==> src/rtl/add_sub_select_7seg_pkg.sv <==
// Shared types and constants for the 4-bit add/subtract unit with a hex 7-segment display.
// Segment bit order is {g,f,e,d,c,b,a}, and a segment lights when its bit is 0.
package add_sub_select_7seg_pkg;

  localparam int DATA_W = 4;

  typedef logic [DATA_W-1:0] data_t;
  typedef logic [DATA_W:0]   wide_t;
  typedef logic [6:0]        seg_t;

  // Active-low hex font, indexed by digit value 0..F.
  localparam seg_t SEG_TABLE [16] = '{
    7'b1000000, 7'b1111001, 7'b0100100, 7'b0110000,
    7'b0011001, 7'b0010010, 7'b0000010, 7'b1111000,
    7'b0000000, 7'b0010000, 7'b0001000, 7'b0000011,
    7'b1000110, 7'b0100001, 7'b0000110, 7'b0001110
  };

  localparam seg_t SEG_ZERO = 7'b1000000;

  // Everything the unit registers in one cycle.
  typedef struct packed {
    data_t add_res;
    logic  add_ovf;
    data_t sub_res;
    logic  sub_ovf;
    data_t result;
    seg_t  display;
  } out_regs_t;

  localparam out_regs_t OUT_RESET = '{
    add_res: '0, add_ovf: 1'b0, sub_res: '0, sub_ovf: 1'b0,
    result:  '0, display: SEG_ZERO
  };

endpackage

==> src/rtl/add_sub_select_7seg_if.sv <==
// Bundles the operand and select inputs together with the registered result and display outputs.
interface add_sub_select_7seg_if;
  import add_sub_select_7seg_pkg::*;

  data_t A;
  data_t B;
  logic  S;
  seg_t  Display;
  data_t resultOfAddition;
  logic  overflowOfAddition;
  data_t resultOfSubtraction;
  logic  overflowOfSubtraction;
  data_t result;

  modport master (
    output A, B, S,
    input  Display, resultOfAddition, overflowOfAddition,
           resultOfSubtraction, overflowOfSubtraction, result
  );

  modport slave (
    input  A, B, S,
    output Display, resultOfAddition, overflowOfAddition,
           resultOfSubtraction, overflowOfSubtraction, result
  );

endinterface

==> src/rtl/add_sub_select_7seg_hex_to_7seg.sv <==
// Combinational decoder from a 4-bit value to an active-low hex segment pattern.
module hex_to_7seg
  import add_sub_select_7seg_pkg::*;
(
  input  data_t value_i,
  output seg_t  seg_o
);

  // The table covers all 16 codes, so every input maps to a defined pattern.
  always_comb begin
    seg_o = SEG_TABLE[value_i];
  end

endmodule

==> src/rtl/add_sub_select_7seg.sv <==
// Registered 4-bit adder/subtractor. S picks which result is shown on a common-anode hex digit.
module add_sub_select_7seg
  import add_sub_select_7seg_pkg::*;
(
  input logic            clk,
  input logic            reset,
  add_sub_select_7seg_if.slave bus
);

  wide_t     sum_w;
  wide_t     diff_w;
  data_t     result_w;
  seg_t      display_w;
  out_regs_t regs_d;
  out_regs_t regs_q;

  // The display is decoded from the next-state result, so it is registered in the same cycle as result.
  hex_to_7seg u_hex_to_7seg (
    .value_i (result_w),
    .seg_o   (display_w)
  );

  // NOTE: assign every signal a default at the top of always_comb. A path that leaves a signal unassigned infers a latch.
  always_comb begin
    regs_d   = OUT_RESET;
    sum_w    = {1'b0, bus.A} + {1'b0, bus.B};
    diff_w   = {1'b0, bus.A} - {1'b0, bus.B};
    result_w = bus.S ? sum_w[DATA_W-1:0] : diff_w[DATA_W-1:0];

    regs_d.add_res = sum_w[DATA_W-1:0];
    regs_d.add_ovf = sum_w[DATA_W];
    regs_d.sub_res = diff_w[DATA_W-1:0];
    regs_d.sub_ovf = diff_w[DATA_W];
    regs_d.result  = result_w;
    regs_d.display = display_w;
  end

  // NOTE: use non-blocking assignments for clocked state so that every register samples values from before the edge.
  always_ff @(posedge clk) begin
    if (reset) begin
      regs_q <= OUT_RESET;
    end else begin
      regs_q <= regs_d;
    end
  end

  assign bus.resultOfAddition      = regs_q.add_res;
  assign bus.overflowOfAddition    = regs_q.add_ovf;
  assign bus.resultOfSubtraction   = regs_q.sub_res;
  assign bus.overflowOfSubtraction = regs_q.sub_ovf;
  assign bus.result                = regs_q.result;
  assign bus.Display               = regs_q.display;

endmodule

==> src/flat_wrapper.sv <==
// flat-port wrapper written by rule: the top's interface ports become plain ports
module add_sub_select_7seg_flat import add_sub_select_7seg_pkg::*;
  (clk, reset, bus_A, bus_B, bus_S, bus_Display, bus_resultOfAddition, bus_overflowOfAddition, bus_resultOfSubtraction, bus_overflowOfSubtraction, bus_result);
  add_sub_select_7seg_if bus_i ();
  input logic clk;
  input logic reset;
  input wire logic [$bits(bus_i.A)-1:0] bus_A;
  input wire logic [$bits(bus_i.B)-1:0] bus_B;
  input wire logic [$bits(bus_i.S)-1:0] bus_S;
  output wire logic [$bits(bus_i.Display)-1:0] bus_Display;
  output wire logic [$bits(bus_i.resultOfAddition)-1:0] bus_resultOfAddition;
  output wire logic [$bits(bus_i.overflowOfAddition)-1:0] bus_overflowOfAddition;
  output wire logic [$bits(bus_i.resultOfSubtraction)-1:0] bus_resultOfSubtraction;
  output wire logic [$bits(bus_i.overflowOfSubtraction)-1:0] bus_overflowOfSubtraction;
  output wire logic [$bits(bus_i.result)-1:0] bus_result;
  assign bus_i.A = bus_A;
  assign bus_i.B = bus_B;
  assign bus_i.S = bus_S;
  assign bus_Display = bus_i.Display;
  assign bus_resultOfAddition = bus_i.resultOfAddition;
  assign bus_overflowOfAddition = bus_i.overflowOfAddition;
  assign bus_resultOfSubtraction = bus_i.resultOfSubtraction;
  assign bus_overflowOfSubtraction = bus_i.overflowOfSubtraction;
  assign bus_result = bus_i.result;
  add_sub_select_7seg u_core (.clk(clk), .reset(reset), .bus(bus_i));
endmodule
==> config.mk <==
export PLATFORM = sky130hd
export DESIGN_NAME = add_sub_select_7seg_flat
export DESIGN_NICKNAME = d
export VERILOG_FILES = /design/src/rtl/add_sub_select_7seg_pkg.sv /design/src/rtl/add_sub_select_7seg_if.sv /design/src/rtl/add_sub_select_7seg_hex_to_7seg.sv /design/src/rtl/add_sub_select_7seg.sv /design/src/flat_wrapper.sv
export SDC_FILE = /design/constraint.sdc
export NUM_CORES = 1
export LEC_CHECK = 0
export CAP_MARGIN = 20
export CELL_PAD_IN_SITES_DETAIL_PLACEMENT = 1
export CELL_PAD_IN_SITES_GLOBAL_PLACEMENT = 2
export CORE_MARGIN = 1
export CORE_UTILIZATION = 28
export DETAILED_ROUTE_END_ITERATION = 16
export PLACE_DENSITY_LB_ADDON = 0.1
export SYNTH_ARGS = -nofsm -noshare
export SYNTH_HDL_FRONTEND = slang
export SYNTH_HIERARCHICAL = 1
export SYNTH_SLANG_ARGS = --single-unit
export TNS_END_PERCENT = 10
==> constraint.sdc <==
create_clock -name clk -period 4.35 [get_ports clk]
set_clock_uncertainty 0.15 [all_clocks]
set_input_delay 0.87 -clock clk [delete_from_list [all_inputs] [get_ports clk]]
set_output_delay 0.87 -clock clk [all_outputs]
set_load 0.02 [all_outputs]
=== Word-level counts from Yosys, hierarchy flattened ===
Memory sizes are Yosys's and may differ from the RTL's. A register that Yosys moved wholly into a read port is not among the register bits.
Cells that the tools add are included.

* Register bits after elaboration: 14
* Bits in latches: 0
* Bits in writable memories: 0
* Bits in read-only memories: 112
* Bits of input ports: 11
* Output and inout bits: 21
* Logic and storage cells: 10
* Memories: 1

* $add $sub $neg: 2
* Multipliers: 0
* Divide/modulo/power cells: 0
* Order comparisons: 0
* Eq/ne operators: 0
* Shift operators: 0
* Multiplexer cells: 1
* Bitwise gates (word level): 1
* Reductions and logical operators: 0

{| class="wikitable"
|+ Memory list
! name !! words !! width !! rd ports !! clocked after Yosys merged registers in !! wr ports !! line !! RTL
|-
| (name not given) || 16 || 7 || 1 || 1 || 0 || add_sub_select_7seg_hex_to_7seg.sv:11 || <nowiki>seg_o = SEG_TABLE[value_i];</nowiki>
|}

{| class="wikitable"
|+ Operators with widths
! operator !! number
|-
| adder 4 x 4 -> 5 bit || 1
|-
| NOT 4 -> 5 bit || 1
|-
| subtractor 4 x 4 -> 5 bit || 1
|-
| two-way mux 4 bit || 1
|}

=== Logic depth before layout (Yosys ltp) ===
Gate-level depths: netlist of run 1.

* Depth after elaboration: 3
* Gate-level depth with buffers: 12
* Mapped depth without buffers: 11

=== Cells and area by module ===
The synthesis of run 1 kept the hierarchy.

{| class="wikitable"
|+ Modules (own cells, without submodules)
! module !! instances !! cells each !! area an instance (µm²) !! sequential area each (µm²)
|-
| add_sub_select_7seg || 1 || 84 || 838.3 || 380.4
|-
| hex_to_7seg || 1 || 33 || 274.0 || 0.0
|}

=== Worst setup path before layout of run 1 ===
Ideal clock, no wire load.

* Path kind: in2reg
* Start point: input port bus_A[0]
* End point: register u_core/bus.Display[3] (netlist name)
* Library setup time: 0.117 ns
* Arrival: 3.049 ns
* Data required time: 4.083 ns
* Path slack: 1.034 ns
* Cell stages on the path: 9
* Buffers on the path: 0
* Cell sequence: inv_1 ha_1 fa_1 o21ai_0 inv_1 ha_1 inv_1 mux4_1 nor2b_1

* Word-level cells in the longest chain between the ends: 3
* Elaborated cells on any way between the ends: 4
* Classes of those cells: 2 x add/sub; 1 x mux; 1 x bitwise

{| class="wikitable"
|+ Ends and longest elaborated chain
! item !! line !! RTL
|-
| from (decl) || flat_wrapper.sv:7 || <nowiki>input wire logic [$bits(bus_i.A)-1:0] bus_A;</nowiki>
|-
| subtractor 4 x 4 -> 5 bit or adder 4 x 4 -> 5 bit (tied branches) || add_sub_select_7seg.sv:27, add_sub_select_7seg.sv:26 ||
|-
| two-way mux 4 bit * || add_sub_select_7seg.sv:28 || <nowiki>result_w = bus.S ? sum_w[DATA_W-1:0] : diff_w[DATA_W-1:0];</nowiki>
|-
| via u_core.result_w[1] || add_sub_select_7seg.sv:12 || <nowiki>data_t result_w;</nowiki>
|-
| NOT 4 -> 5 bit (not written as such) * || add_sub_select_7seg_hex_to_7seg.sv:11 ||
|}

Mark *: on every way through the listed nets, which the timed path passes. The rest lies on a longest branch.
A chain may end at the register's enable or synchronous reset.

=== Worst setup path after layout of run 1 ===
* Start point: input port bus_A[0]
* End point: register u_core/bus.Display[3] (netlist name)

* Word-level cells in the longest chain between the ends: 3
* Elaborated cells on any way between the ends: 4
* Classes of those cells: 2 x add/sub; 1 x mux; 1 x bitwise

{| class="wikitable"
|+ Ends and longest elaborated chain
! item !! line
|-
| subtractor 4 x 4 -> 5 bit or adder 4 x 4 -> 5 bit (tied branches) || add_sub_select_7seg.sv:27, add_sub_select_7seg.sv:26
|-
| two-way mux 4 bit * || add_sub_select_7seg.sv:28
|-
| via u_core.result_w[1] || add_sub_select_7seg.sv:12
|-
| NOT 4 -> 5 bit (not written as such) * || add_sub_select_7seg_hex_to_7seg.sv:11
|}

Marked as above.

==> flow_summary.toml, run 1 <==
[timing]
finalCritPeriodShare_pct = 87.9
whs_ns = 1.18
drv_slew = 0
fin_tns_setup_ns = 0
final-setup-viol-count = 0
slew_headroom_pct = 39.1
tightest_slew_ns = 0.906
rsz0062_at_grt = "false"
fin_crit_ns = 3.83
layout_setup_ws_ns = 0.524
clock.fmax_ghz = 0.261
hold_viol_final = 0

[layout]
fin_nets = 175
n_antenna_cell = 0
final_cells = 194
area_growth_pct = 34.0
fin_area_um2 = 1490
fin_util_pct = 39.8
drive_above_1_share_pct = 6.85

[setup_path]
worstPathRequired_ns = 4.31
cp.arrival_ns = 3.79
crit_fanout = 6
critPathLaunchType = "input port"
cp-end-kind = "flip-flop"
worst-setup-path-type = "in -> reg"

[route]
vias_per_cell = 4.34
wirelength_mm = 2.29
vias = 841
drt_iter0_drc = 9
wl_per_cell_um = 11.8
detail_route.first_pass.iterations = 3
antenna_left = 0
post-route-drc-count = 0

[pwr]
ir_drop_v = 0.000105
internal-power_uw = 374
swShare_pct = 31.9
p_switching_uw = 175
total_power_uw = 550
power_density_nw_per_um2 = 369
power_leakage_nw = 0.669
p_seq_share_pct = 37.0
pwr-share-comb_pct = 41.3
power_frac_clock_pct = 21.7

[clock_tree]
cts.sinks = 19
htree_levels = 1
postCtsSetupBuffers = 0
cts_root_buffer = "clkbuf_8"
clk_path_buf_depth = 2
path_clk_slew_ns = 0.07
cts_hold_buf = 0
numCtsBuffers = 3
cts_tree = "yes"
cts_resized = 0

[logic_synthesis]
syn_nets = 145
yosys-top-cells-area = "dfxtp_1, ha_1, nor2b_1, inv_1, nor2_1"
synth-async-reset-ratio_pct = 0
avgSynthCellArea_um2 = 9.51
ys.flop_type = "dfxtp_1"
synthTopCellsByCount = "dfxtp_1, ha_1, inv_1, nor2_1, nor2b_1"
syn_area_um2 = 1110
netlist_instances = 117
synth.top_cell.area_share_pct = 34.2
synth_cell_types = 30
synth_seq_cells = 19
yosysMostFrequentCell = "dfxtp_1"
yosysWarnings = 6
ys_seq_area_share_pct = 34.2
synth_edf_count = 0
yosys.area.top_type = "dfxtp_1"

[global_routing]
grt_max_degree = 21
grt_overflow = 0
grt_pass1_vias = 866
antenna_found_initial = 0
grt_use_total_pct = 12.1
grt_pass1_wl_mm = 3.90

[job]
maxCapViolations = 0

[place]
place_area_um2 = 1450
placed_cells = 190
dpl_worst_slack_ns = 0.243
place_congestion = 0.732
dp_hpwl_mm = 1.82
io_buffers = 31

[floorplanning]
num_io_pins = 32
coreArea_um2 = 3740
start_util_pct = 29.7
die-area_um2 = 4230
die-height_um = 65.0
rows = 22
dieWidth_um = 65.0

[run_status]
status = "finished clean"

[hold_path]
hp-class = "in -> reg"
hold_depth = 4
cell usage in the layout, fill, tap and decap left out, drive strengths merged, types with 4 or more instances in the layout:
cell type and count:
inv 14, clkbuf 4, dfxtp 19, nor2 13, nand2 4, a21oi 5
mux2i 4, ha 15, xnor2 4, o21ai 4, clkdlybuf4s50 31, nor2b 11
path summary, 6_finish.rpt:
check | startpoint | to
max | bus_A[0] | u_core/bus.Display[3]$_SDFF_PP0_
min | bus_B[3] | u_core/bus.overflowOfSubtraction$_SDFF_PP0_
flip-flops by register name, indices dropped and copies added, names as in the netlist:
register	cells
u_core/bus.resultOfSubtraction	3
u_core/bus.overflowOfAddition	1
u_core/bus.resultOfAddition	4
u_core/bus.Display	7
u_core/bus.overflowOfSubtraction	1
u_core/bus.result	3
routing by layer:
layer  up-vias  wire [um]  global-route usage, %
li1        427          -                      -
met2        21       1040                   19.4
met1       391       1120                   16.0
met5         -          0                      0
met4         0         31                   4.89
met3         2         92                   2.11
area by class of cell:
cell class	count	area (um^2)
fill	445	2250
multi-input combinational	77	634
sequential	19	380
timing repair buffer	32	318
tap	48	60.1
inverter	14	52.6
clock buffer	4	45.0
power by group through the flow:
stage	registers (mW)	clock network [mW]	logic (mW)
final	0.203	0.119	0.227
after global routing	0.206	0.137	0.249
after CTS	0.204	0.126	0.230
after detailed placement	0.208	0	0.229
after global placement	0.207	0	0.227
after floorplan	0.239	0	0.117
kinds of logic after synthesis:
logic type	synth area share (%)
compound gates	9.11
xor+xnor	4.72
fa+ha+maj	20.5
buf+inv	8.77
flops	34.2
mux	8.66
simple gates	14.1
critical path, cell delays in order:
cell and delay (ns):
clkdlybuf4s50_1 0.48, inv_1 0.05, ha_1 0.21, fa_1 0.44
o21ai_0 0.51, inv_1 0.22, ha_1 0.34, inv_1 0.05
mux4_1 0.46, nor2b_1 0.14
No activity file was read; power rests on OpenSTA's default activity.
==> run 2: changes to the inputs <==
--- a/config.mk
+++ b/config.mk
@@ -5,6 +5,7 @@
 export SDC_FILE = /design/constraint.sdc
 export NUM_CORES = 1
 export LEC_CHECK = 0
+export ABC_CLOCK_PERIOD_IN_PS = 4350
 export CAP_MARGIN = 20
 export CELL_PAD_IN_SITES_DETAIL_PLACEMENT = 1
 export CELL_PAD_IN_SITES_GLOBAL_PLACEMENT = 2
@@ -14,6 +15,5 @@
 export PLACE_DENSITY_LB_ADDON = 0.1
 export SYNTH_ARGS = -nofsm -noshare
 export SYNTH_HDL_FRONTEND = slang
-export SYNTH_HIERARCHICAL = 1
 export SYNTH_SLANG_ARGS = --single-unit
 export TNS_END_PERCENT = 10
==> run 2 against run 1 <==
Setup slack better by 0.47 ns; sequential share of layout area down 0.21 points; wire length up 14%; largest cell class unchanged; the run now ends with DRC left.
==> flow_summary.toml, run 2 <==
[floorplanning]
rows = 23
die-area_um2 = 4420
dieWidth_um = 66.5
coreArea_um2 = 4000
start_util_pct = 29.1
die-height_um = 66.5
num_io_pins = 32

[setup_path]
worst-setup-path-type = "in -> reg"
worstPathRequired_ns = 4.36
cp-end-kind = "flip-flop"
critPathLaunchType = "input port"
crit_fanout = 6
cp.arrival_ns = 3.37

[logic_synthesis]
syn_nets = 149
synth_cell_types = 38
ys.flop_type = "dfxtp_1"
netlist_instances = 122
synth_seq_cells = 19
synth.top_cell.area_share_pct = 32.7
synth-async-reset-ratio_pct = 0
syn_area_um2 = 1160
synthTopCellsByCount = "nor2_1, dfxtp_1, ha_1"
yosysMostFrequentCell = "nor2_1"
avgSynthCellArea_um2 = 9.54
ys_seq_area_share_pct = 32.7
yosys.area.top_type = "dfxtp_1"
yosys-top-cells-area = "dfxtp_1, ha_1, nor2_1, inv_1, fa_1"
yosysWarnings = 0
synth_edf_count = 0

[run_status]
status = "finished, violations left"
violations = "DRC"

[layout]
final_cells = 199
fin_nets = 177
n_antenna_cell = 0
layout_common_cells = "clkdlybuf4s50_1, nor2_1, dfxtp_1"
layout_commonest_cell = "clkdlybuf4s50_1"
largest_reg_flops = 7
drive_above_1_share_pct = 9.40
fin_area_um2 = 1500
area_growth_pct = 29.1

[timing]
clock.fmax_ghz = 0.298
final-setup-viol-count = 0
slew_headroom_pct = 48.3
fin_tns_setup_ns = 0
finalCritPeriodShare_pct = 77.2
hold_viol_final = 0
whs_ns = 1.17
drv_slew = 0
tightest_slew_ns = 0.774
fin_crit_ns = 3.36
rsz0062_at_grt = "false"
layout_setup_ws_ns = 0.990

[clock_tree]
clk_path_buf_depth = 2
cts_root_buffer = "clkbuf_8"
htree_levels = 1
cts_tree = "yes"
path_clk_slew_ns = 0.08
cts.sinks = 19
cts_resized = 0
postCtsSetupBuffers = 0
cts_hold_buf = 0
numCtsBuffers = 3

[place]
dp_hpwl_mm = 2.06
io_buffers = 31
place_congestion = 0.765
place_area_um2 = 1460
placed_cells = 195
dpl_worst_slack_ns = 0.709

[global_routing]
grt_max_degree = 23
grt_pass1_vias = 858
grt_overflow = 0
antenna_found_initial = 0
grt_use_total_pct = 13.1
grt_pass1_wl_mm = 4.23

[route]
wirelength_mm = 2.61
wl_per_cell_um = 13.1
detail_route.first_pass.iterations = 10
drt_iter0_drc = 21
post-route-drc-count = 2
vias = 919
vias_per_cell = 4.62
antenna_left = 0

[pwr]
power_density_nw_per_um2 = 360
ir_drop_v = 0.000103
power_leakage_nw = 0.654

[job]
maxCapViolations = 0

[hold_path]
hp-class = "in -> reg"
## run 2: where the power goes
part           total [mW]  switching, mW  internal (mW)  leakage [nW]
clock network       0.128         0.0642         0.0638        0.0255
registers           0.202        0.00571          0.196         0.158
logic               0.211          0.115         0.0959         0.471
## run 2: kinds of logic (layout without fill, tap and decap cells)
kind of cell	after synthesis	count (layout)	synth area share [%]
xor gates and xnor gates	4	4	3.01
AOI/OAI and AO/OA	22	22	14.6
buffers and inverters	21	48	11.1
and+or+nand+nor	36	36	16.5
DFF	19	19	32.7
adders and majority gates	16	16	18.5
muxes	4	4	3.66
## run 2: worst max-delay path, stage by stage
cell,delay [ns]
clkdlybuf4s50_1,0.50
ha_1,0.17
inv_1,0.06
fa_1,0.43
and2_1,0.20
or3_1,0.48
nand3_1,0.19
and3b_2,0.22
a211o_1,0.25
## run 2: metrics by stage
| step | util (%) | power [mW] |
|---|---|---|
| 6_report | 37.6 | 0.541 |
| 5_1_grt | 37.6 | 0.578 |
| 3_3_place_gp | 36.4 | 0.417 |
| 4_1_cts | 37.6 | 0.551 |
| 2_1_floorplan | - | 0.349 |
| 3_5_place_dp | 36.4 | 0.420 |
## run 2: path summary, 6_finish.rpt
kind	startpoint	endpoint	slack (ns)	depth (start not counted)
setup / recovery	bus_B[0]	u_core.bus.Display[6]$_SDFF_PP1_	0.99	9
hold / removal	bus_A[3]	u_core.bus.overflowOfSubtraction$_SDFF_PP0_	1.17	3
## run 2: cell type report
type	count	area, um^2
Fill cell	477	2500
Multi-Input combinational cell	82	654
Inverter	13	48.8
Clock inverter	1	5.00
Sequential cell	19	380
Tap cell	50	62.6
Timing Repair Buffer	31	310
Clock buffer	3	41.3
## run 2: per-layer routing
| layer | global-route usage [%] | wire [um] | vias to the layer above |
|---|---|---|---|
| met5 | 0 | 0 | - |
| met4 | 6.38 | 30 | 0 |
| met3 | 2.57 | 87 | 3 |
| met2 | 20.4 | 1190 | 25 |
| met1 | 17.2 | 1300 | 429 |
| li1 | - | - | 462 |
